--- config.mk ---
export PLATFORM = sky130hd
export DESIGN_NAME = m2_block_fetch
export DESIGN_NICKNAME = d
export VERILOG_FILES = /design/src/rtl/m2_block_fetch.sv
export SDC_FILE = /design/constraint.sdc
export NUM_CORES = 1
export LEC_CHECK = 0
export ABC_CLOCK_PERIOD_IN_PS = 5300
export CAP_MARGIN = 5
export CELL_PAD_IN_SITES_DETAIL_PLACEMENT = 1
export CELL_PAD_IN_SITES_GLOBAL_PLACEMENT = 2
export CORE_UTILIZATION = 33
export CTS_CLUSTER_SIZE = 10
export DETAILED_ROUTE_END_ITERATION = 6
export GPL_TIMING_DRIVEN = 0
export PLACE_DENSITY = 0.89
export SYNTH_ARGS = -nofsm -noshare
export SYNTH_HDL_FRONTEND = slang
export SYNTH_SLANG_ARGS = --single-unit
--- constraint.sdc ---
create_clock -name CLOCK_50_I -period 5.3 [get_ports CLOCK_50_I]
set_clock_uncertainty 0.1 [all_clocks]
set_input_delay 0.795 -clock CLOCK_50_I [delete_from_list [all_inputs] [get_ports CLOCK_50_I]]
set_output_delay 0.795 -clock CLOCK_50_I [all_outputs]
set_load 0.01 [all_outputs]
--- src/rtl/m2_block_fetch.sv ---
// m2_block_fetch
//   Fetches one BLOCK_DIM x BLOCK_DIM block of signed 16-bit pre-IDCT samples
//   for channel Y, U or V from external SRAM. The samples are written row-major
//   into an embedded dual-port RAM through port B. A start/done handshake
//   with the coordinator frames each transfer.
//
// Ports
//   CLOCK_50_I      system clock
//   Reset           synchronous, active-high reset
//   start           transfer request, sampled only in IDLE
//   channel         0=Y 1=U 2=V 3=illegal (flags err, no transfer)
//   block_col/row   block coordinates, latched with start
//   SRAM_address    registered SRAM read address (0 when not issuing)
//   SRAM_we_n       tied high, this block only reads
//   SRAM_read_data  SRAM data, valid SRAM_LAT cycles after its address
//   wr_address/data RAM port-B address and data; both hold between writes
//   wr_enable       RAM port-B write strobe
//   busy            high whenever not IDLE
//   done            one-cycle completion pulse
//   err             last accepted request had an illegal channel
module m2_block_fetch #(
  parameter int BLOCK_DIM = 8,
  parameter int SRAM_LAT  = 2,
  parameter int Y_BASE    = 76800,
  parameter int U_BASE    = 153600,
  parameter int V_BASE    = 192000,
  parameter int Y_WIDTH   = 320,
  parameter int UV_WIDTH  = 160,
  parameter int PACK      = 0,
  parameter int WADDR_W   = 7
) (
  input  logic               CLOCK_50_I,
  input  logic               Reset,
  input  logic               start,
  input  logic [1:0]         channel,
  input  logic [5:0]         block_col,
  input  logic [4:0]         block_row,
  output logic [17:0]        SRAM_address,
  output logic               SRAM_we_n,
  input  logic [15:0]        SRAM_read_data,
  output logic [WADDR_W-1:0] wr_address,
  output logic [31:0]        wr_data,
  output logic               wr_enable,
  output logic               busy,
  output logic               done,
  output logic               err
);

  localparam int LOG2BD = $clog2(BLOCK_DIM);
  localparam int KW     = 2 * LOG2BD;                      // sample index width, N2 = 2**KW
  localparam int SRW    = (SRAM_LAT > 0) ? SRAM_LAT : 1;   // read-valid shift register width
  localparam int DCW    = (SRAM_LAT > 0) ? $clog2(SRAM_LAT + 1) : 1;

  typedef enum logic [1:0] {
    S_IDLE,
    S_ISSUE,
    S_DRAIN,
    S_DONE
  } state_t;

  state_t           r_state;
  state_t           w_next;

  logic [1:0]       r_ch;
  logic [KW-1:0]    r_ik;         // index of the sample whose address is on the bus
  logic [KW-1:0]    r_ck;         // index of the next sample to be captured
  logic [17:0]      r_row_start;  // address of column 0 in the current row
  logic [17:0]      r_addr;
  logic [DCW-1:0]   r_dcnt;
  logic [SRW-1:0]   r_vld_sr;     // one bit per read in flight
  logic [15:0]      r_even;
  logic             r_err;
  logic [WADDR_W-1:0] r_wr_addr;
  logic [31:0]      r_wr_data;
  logic             r_wr_en;

  logic             w_accept;
  logic             w_issue;
  logic             w_cap;
  logic             w_row_end;
  logic             w_last_issue;
  logic [17:0]      w_row_px;
  logic [17:0]      w_col_px;
  logic [17:0]      w_y_start;
  logic [17:0]      w_u_start;
  logic [17:0]      w_v_start;
  logic [17:0]      w_start;
  logic [17:0]      w_pitch;

  // First sample address. The plane widths are constants, so each product is
  // a constant multiply. The channel selects between finished addresses, so
  // no runtime multiplier is needed. The 18-bit arithmetic gives the
  // required wrap.
  assign w_row_px  = 18'(block_row) << LOG2BD;
  assign w_col_px  = 18'(block_col) << LOG2BD;
  assign w_y_start = 18'(Y_BASE) + w_row_px * 18'(Y_WIDTH)  + w_col_px;
  assign w_u_start = 18'(U_BASE) + w_row_px * 18'(UV_WIDTH) + w_col_px;
  assign w_v_start = 18'(V_BASE) + w_row_px * 18'(UV_WIDTH) + w_col_px;

  always_comb begin
    w_start = 18'd0;
    case (channel)
      2'd0:    w_start = w_y_start;
      2'd1:    w_start = w_u_start;
      2'd2:    w_start = w_v_start;
      default: w_start = 18'd0;
    endcase
  end

  assign w_pitch      = (r_ch == 2'd0) ? 18'(Y_WIDTH) : 18'(UV_WIDTH);
  assign w_accept     = (r_state == S_IDLE) && start;
  assign w_issue      = (r_state == S_ISSUE);
  assign w_row_end    = &r_ik[LOG2BD-1:0];
  assign w_last_issue = &r_ik;
  // A sample is on SRAM_read_data SRAM_LAT cycles after its address.
  assign w_cap        = (SRAM_LAT == 0) ? w_issue : r_vld_sr[SRW-1];

  // Next-state logic
  always_comb begin
    w_next = r_state;
    case (r_state)
      S_IDLE:  if (start) w_next = (channel == 2'd3) ? S_DONE : S_ISSUE;
      S_ISSUE: if (w_last_issue) w_next = S_DRAIN;
      S_DRAIN: if (r_dcnt == DCW'(SRAM_LAT)) w_next = S_DONE;
      S_DONE:  w_next = S_IDLE;
      default: w_next = S_IDLE;
    endcase
  end

  always_ff @(posedge CLOCK_50_I) begin
    if (Reset) r_state <= S_IDLE;
    else       r_state <= w_next;
  end

  // Address generation and read pipeline
  always_ff @(posedge CLOCK_50_I) begin
    if (Reset) begin
      r_ch        <= 2'd0;
      r_ik        <= '0;
      r_row_start <= 18'd0;
      r_addr      <= 18'd0;
      r_dcnt      <= '0;
      r_vld_sr    <= '0;
      r_err       <= 1'b0;
    end else begin
      r_vld_sr <= (r_vld_sr << 1) | SRW'(w_issue);
      r_dcnt   <= (r_state == S_DRAIN) ? r_dcnt + DCW'(1) : '0;
      if (w_accept) begin
        r_err       <= (channel == 2'd3);
        r_ch        <= channel;
        r_ik        <= '0;
        r_row_start <= w_start;
        r_addr      <= w_start;          // zero for the illegal channel
      end else if (w_issue) begin
        r_ik <= r_ik + KW'(1);
        if (w_last_issue) begin
          r_addr <= 18'd0;
        end else if (w_row_end) begin
          r_row_start <= r_row_start + w_pitch;
          r_addr      <= r_row_start + w_pitch;
        end else begin
          r_addr <= r_addr + 18'd1;
        end
      end
    end
  end

  // Capture and port-B write
  always_ff @(posedge CLOCK_50_I) begin
    if (Reset) begin
      r_ck      <= '0;
      r_even    <= 16'd0;
      r_wr_addr <= '0;
      r_wr_data <= 32'd0;
      r_wr_en   <= 1'b0;
    end else begin
      r_wr_en <= 1'b0;
      if (w_cap) begin
        r_ck <= r_ck + KW'(1);
        if (PACK == 0) begin
          r_wr_en   <= 1'b1;
          r_wr_addr <= WADDR_W'(r_ck);
          r_wr_data <= {{16{SRAM_read_data[15]}}, SRAM_read_data};
        end else if (!r_ck[0]) begin
          r_even <= SRAM_read_data;      // even sample waits for its odd partner
        end else begin
          r_wr_en   <= 1'b1;
          r_wr_addr <= WADDR_W'(r_ck >> 1);
          r_wr_data <= {r_even, SRAM_read_data};
        end
      end else if (w_accept) begin
        r_ck <= '0;
      end
    end
  end

  assign SRAM_address = r_addr;
  assign SRAM_we_n    = 1'b1;
  assign wr_address   = r_wr_addr;
  assign wr_data      = r_wr_data;
  assign wr_enable    = r_wr_en;
  assign busy         = (r_state != S_IDLE);
  assign done         = (r_state == S_DONE);
  assign err          = r_err;

endmodule

==> qor.csv, run 1 <==
metric;value;unit
outcome;completed;
dominantRegCellSynth;dfxtp_1;
drcViolationCount;0;
synth_edf_count;0;
synth-compound-area-share;0.1798;
die_width;123.8;µm
die_h;123.8;µm
min_path_type;flip-flop to flip-flop;
p_per_area;391.1;nW/µm²
seq_area_frac_synth;0.3147;
ctsHoldBuffers;0;
via_count;4720;
slew-limit-headroom;0.3310;
irDropWorstVdd;201.6;µV
synthAdderAreaFrac;0.08225;
clock-sinks;77;
synth_cells;601;
hpwl;12.01;mm
fin_nets;765;
end_kind;flip-flop;
synth_area_per_cell;8.150;µm²
cts_root_buf;clkbuf_16;
report.final.slew_viol_count;0;
setup_violations;0;
fin_cells;891;
vias_per_cell;5.297;
synth_top_area_frac;0.3147;
gp_congestion;0.8635;
path_buf_inv;1;
grt.overflow.total;0;
ant_nets;0;
crit_chain;clkdlybuf4s50_1 -> ha_1 -> ha_1 -> fa_1 -> xnor2_1 -> o21ai_0 -> o211a_1 -> o31ai_1 -> a31oi_1;
multi_input_area;2967;µm²
ys_ff_latch;77;
cts_tree;done;
h-tree-depth;3;
syn_area;4898;µm²
maxCapViolCount;0;
syn_nets;664;
ios;94;
grt_pass1_vias;4769;
yosys-top-cells-count;80 x nor2_1, 77 x dfxtp_1, 57 x nand2_1;
finalSetupTns;0;ns
core;14530;µm²
postCtsSetupRepairBufs;0;
cpMostUsedCell;ha_1;
drtIter0Drc;291;
grt_use_total;0.2132;
synthSimpleGateAreaFrac;0.2028;
seq_area;1541;µm²
hold_ws;0.3150;ns
start_kind;primary input;
yosysMostFrequentCell;nor2_1;
clk_transition_reported_paths;0.06;ns
period_minus_slack;4.018;ns
fill_cells;1777;
ys_types;69;
io_buffers;90;
fmax;0.2489;GHz
antenna_found_initial;0;
die_area;15340;µm²
worstMarginPinSlew;1.001;ns
numCtsBuffers;9;
final_hold_viol_count;0;
worstSkewPairLatency;0.34;ns
drive_above_1_share;0.07496;
path_delay_family;compound AO/OA/AOI/OAI gates;
wl_per_cell;17.61;µm
drtPass1Iterations;4;
post-route-util;0.4383;
synth_top_family_by_area;simple AND/OR/NAND/NOR gates;
p_leak;0.002389;µW
required;5.40;ns
rsz0062_at_grt;no;
worstPathArrival;4.12;ns
slowest_delay;0.52;ns
drt_wl_total;15.69;mm
num_rows;44;
dpl.cell_count;875;
critPathMaxFanout;5;
syn_to_final_growth;30.04;%
grt_start_max_net_pins;19;
cts.repair.resized;0;
place_area;6030;µm²
antenna_cells;0;
final_cell_area;6370;µm²
synth_mux_area_frac;0.05951;
synth_xor_area_frac;0.07969;
yosys-top-cells-area;dfxtp_1 31%, ha_1 7.4%, nor2_1 6.1%;
yosysWarnings;0;
cts.path.max_buffers;2;
async_reset_ff_frac;0;
finalCritPeriodShare;0.7581;
crit_slowest_cell;o31ai_1;
grt_pass1_wl;25.01;mm
yosys.area.top_type;dfxtp_1;
path_class;primary input to flip-flop;
initial_utilization;0.3370;
cell type report:
cell class,instances,share of cell area
Buffer,47,0.04420
Tap cell,184,0.03614
Multi-Input combinational cell,448,0.4657
Timing Repair Buffer,90,0.1414
Clock inverter,6,0.01748
Inverter,29,0.01709
Clock buffer,10,0.03595
Sequential cell,77,0.2420
cells by family (layout without fill, tap and decap cells):
| kind of cell | count (synthesis) | in the layout |
|---|---|---|
| mux | 29 | 29 |
| flops | 77 | 77 |
| compound gates | 128 | 128 |
| fa+ha+maj | 31 | 31 |
| buf+inv | 76 | 182 |
| xor+xnor | 43 | 43 |
| other cells | 2 | 2 |
| simple gates | 215 | 215 |
registers in the layout (all words and copies together), names as in the netlist, 6 cells and up:
register,count
r_ck,6
wr_address,6
wr_data,16
r_row_start,15
SRAM_address,18
r_ik,6
power breakdown:
group          total (µW)  internal (µW)  switching [µW]
sequential            807            678             129
combinational         971            437             534
clock                 713            460             253
total                2490           1580             916
path summary, 6_finish.rpt:
check / startpoint / endpoint / slack, ns / depth (start not counted)
setup reg to reg: r_ch[1]$_SDFFE_PP0P_ / SRAM_address[17]$_SDFFE_PP0N_ / 2.38 / 10
hold / removal: r_dcnt[0]$_SDFF_PP0_ / r_dcnt[0]$_SDFF_PP0_ / 0.32 / 1
hold reg to reg: r_dcnt[0]$_SDFF_PP0_ / r_dcnt[0]$_SDFF_PP0_ / 0.32 / 1
setup / recovery: block_row[1] / SRAM_address[15]$_SDFFE_PP0N_ / 1.28 / 9
routing by layer:
metal	part of all wire	track usage	vias to the layer above
li1	-	-	2288
met1	0.47	0.2850	2333
met2	0.48	0.3455	87
met3	0.042	0.04670	12
met4	0.011	0.05422	0
met5	0	0	-
placed cells by master (no fill, tap or decap), types with 3 or more instances in the layout:
| cell | netlist | routed |
|---|---|---|
| clkdlybuf4s50_1 | 0 | 90 |
| and3_1 | 6 | 6 |
| a221oi_1 | 3 | 3 |
| ha_1 | 29 | 29 |
| o21ai_1 | 5 | 5 |
| o21ai_0 | 16 | 16 |
| nand2b_1 | 8 | 8 |
| buf_4 | 20 | 20 |
| nor2b_1 | 3 | 3 |
| a21oi_1 | 38 | 38 |
| dfxtp_1 | 77 | 77 |
| a22oi_1 | 4 | 4 |
| buf_2 | 3 | 3 |
| xnor2_1 | 31 | 31 |
| and2_1 | 3 | 3 |
| a311oi_1 | 10 | 10 |
| nor4_1 | 4 | 4 |
| mux2i_1 | 28 | 28 |
| a31oi_1 | 3 | 3 |
| nand3_1 | 20 | 20 |
| o211ai_1 | 7 | 7 |
| clkbuf_16 | 0 | 9 |
| a211oi_1 | 17 | 17 |
| bufinv_16 | 0 | 3 |
| nor3_1 | 9 | 9 |
| xor2_1 | 11 | 11 |
| clkbuf_1 | 19 | 20 |
| nand2_1 | 57 | 57 |
| inv_1 | 28 | 28 |
| nor2_1 | 80 | 80 |
| or3_1 | 4 | 4 |
| nand4_1 | 7 | 7 |
stage by stage:
stage	worst slack, ns	power (µW)
after floorplan	2.167	1387
after global placement	1.113	1746
after detailed placement	1.035	1781
after CTS	1.385	2504
after global routing	1.274	2645
final	1.282	2491
No activity file was read; power rests on OpenSTA's default activity.
==> inputs of run 2 (changes only) <==
ABC_CLOCK_PERIOD_IN_PS = 3250   (was 5300)
CORE_UTILIZATION = 28   (was 33)
PLACE_DENSITY = 0.8   (was 0.89)
clock period = 3.25 ns   (was 5.3 ns; I/O delays follow)
==> qor.csv, run 2 (synthesis gave the netlist of run 1 again) <==
metric;value;unit
outcome;completed;
min_path_type;flip-flop to flip-flop;
path_buf_inv;2;
num_rows;47;
switching_power;1521;µW
p_per_area;617.9;nW/µm²
required;3.34;ns
initial_utilization;0.2913;
final_common_cell;clkdlybuf4s50_1;
grt_util_met2;0.3083;
cts.path.max_buffers;2;
cts_tree;done;
reg2reg_to;SRAM_address[17]$_SDFFE_PP0N_;
grt_start_max_net_pins;19;
ant_nets;0;
clk_transition_reported_paths;0.06;ns
maxCapViolCount;0;
numCtsBuffers;9;
ctsHoldBuffers;0;
cts_root_buf;clkbuf_16;
pwr-share-seq;0.327;
clock-sinks;77;
drt_wl_total;15.97;mm
ios;94;
finalCritPeriodShare;0.9604;
drive_above_1_share;0.08769;
drtIter0Drc;263;
use_met3;0.03175;
antenna_cells;0;
gp_congestion;0.8215;
worstPathArrival;3.21;ns
crit_slowest_cell;clkdlybuf4s50_1;
crit_chain;clkdlybuf4s50_1 -> ha_1 -> ha_2 -> fa_1 -> buf_4 -> a211o_1 -> xnor2_1 -> a22o_1 -> o21a_1 -> a311oi_1 -> a211oi_1;
drcViolationCount;0;
antenna_found_initial;0;
place_area;6075;µm²
r2r_setup_slack;0.36;ns
worstMarginPinSlew;1.045;ns
core;16820;µm²
r2r-start;r_ch[0]$_SDFFE_PP0P_;
fmax;0.3204;GHz
wl_per_cell;17.23;µm
critPathMaxFanout;7;
grt_pass1_vias;4858;
final_cell_area;6441;µm²
p_leak;0.002404;µW
syn_to_final_growth;31.49;%
h-tree-depth;3;
die_width;134.3;µm
drtPass1Iterations;4;
hpwl;12.35;mm
via_count;4653;
layout_common_cells;88 x clkdlybuf4s50_1, 80 x nor2_1, 77 x dfxtp_1;
start_kind;primary input;
internal_power;2459;µW
grt.busiest_layer;met2;
finalSetupTns;0;ns
crit_cells;11;
die_area;18030;µm²
grt_pass1_wl;25.75;mm
setup_violations;0;
worstSkewPairLatency;0.34;ns
fin_nets;765;
p_clk_frac;0.270;
use_met1;0.2385;
slew-limit-headroom;0.3019;
holdPathStages;1;
irDropWorstVdd;279.4;µV
r2r_cells;10;
final_hold_viol_count;0;
path_class;primary input to flip-flop;
switching_share;0.3821;
period_minus_slack;3.121;ns
path_delay_family;compound AO/OA/AOI/OAI gates;
vias_per_cell;5.019;
grt_use_total;0.1810;
die_h;134.3;µm
report.final.slew_viol_count;0;
startpoint;block_row[3];
critical_path.endpoint;SRAM_address[13]$_SDFFE_PP0N_;
grt.overflow.total;0;
end_kind;flip-flop;
p_comb_frac;0.402;
largest_reg_flops;18;
io_buffers;90;
slowest_delay;0.50;ns
run 2: cell types whose count changed in the layout (fill, tap and decap cells not counted), sizes merged:
cell | before | now
clkinvlp | 1 | 0
clkinv | 2 | 1
inv | 29 | 33
dlymetal6s2s | 0 | 2
clkdlybuf4s50 | 90 | 88
bufinv | 3 | 1
run 2: power groups by stage:
stage / Sequential, µW / Combinational (µW) / Clock [µW]
floorplan: 1320 / 944 / 0
global placement: 1320 / 1550 / 0
detailed placement: 1320 / 1590 / 0
CTS: 1300 / 1610 / 1100
global route: 1330 / 1760 / 1140
finish: 1300 / 1600 / 1080
run 2: through the flow:
stage          utilization  setup WS (ns)  power (µW)  hold WS [ns]  cells
2_1_floorplan            -         0.4246        2262        0.2919    601
3_3_place_gp        0.3612        -0.6067        2862        0.3051    911
3_5_place_dp        0.3612        -0.7337        2910        0.3162    911
4_1_cts             0.3813       0.008308        4010        0.3252    927
5_1_grt             0.3830     -0.0001015        4233        0.3459    927
6_report            0.3830         0.1286        3980        0.3217    927
run 2: cell type report:
class / instances / area [µm²]
Inverter: 29 / 108.9
Clock inverter: 6 / 73.82
Buffer: 47 / 284.0
Tap cell: 220 / 275.3
Multi-Input combinational cell: 448 / 3013
Fill cell: 2009 / 10380
Timing Repair Buffer: 90 / 905.9
Clock buffer: 10 / 239.0
Sequential cell: 77 / 1541
run 2: worst min-delay path by stage:
stage,end,startpoint,slack [ns]
after floorplan,r_dcnt[0]$_SDFF_PP0_,r_dcnt[0]$_SDFF_PP0_,0.29
after global placement,r_dcnt[0]$_SDFF_PP0_,r_dcnt[0]$_SDFF_PP0_,0.31
after detailed placement,r_dcnt[0]$_SDFF_PP0_,r_dcnt[0]$_SDFF_PP0_,0.32
after CTS,r_dcnt[0]$_SDFF_PP0_,r_dcnt[0]$_SDFF_PP0_,0.33
after global routing,r_dcnt[0]$_SDFF_PP0_,r_dcnt[0]$_SDFF_PP0_,0.35
final,r_dcnt[0]$_SDFF_PP0_,r_dcnt[0]$_SDFF_PP0_,0.32
run 2: routing by layer:
layer  vias up  part of all wire
li1       2282                 -
met4         0             0.012
met3        15             0.028
met5         -                 0
met2        70              0.49
met1      2286              0.47
run 2: repair_timing:
| item | in CTS | in global routing |
|---|---|---|
| endpoints found under the setup margin | 7 | 12 |
| gates resized for setup | 6 | 8 |
| buffers inserted | 0 | 0 |
| pin swaps | 1 | 3 |
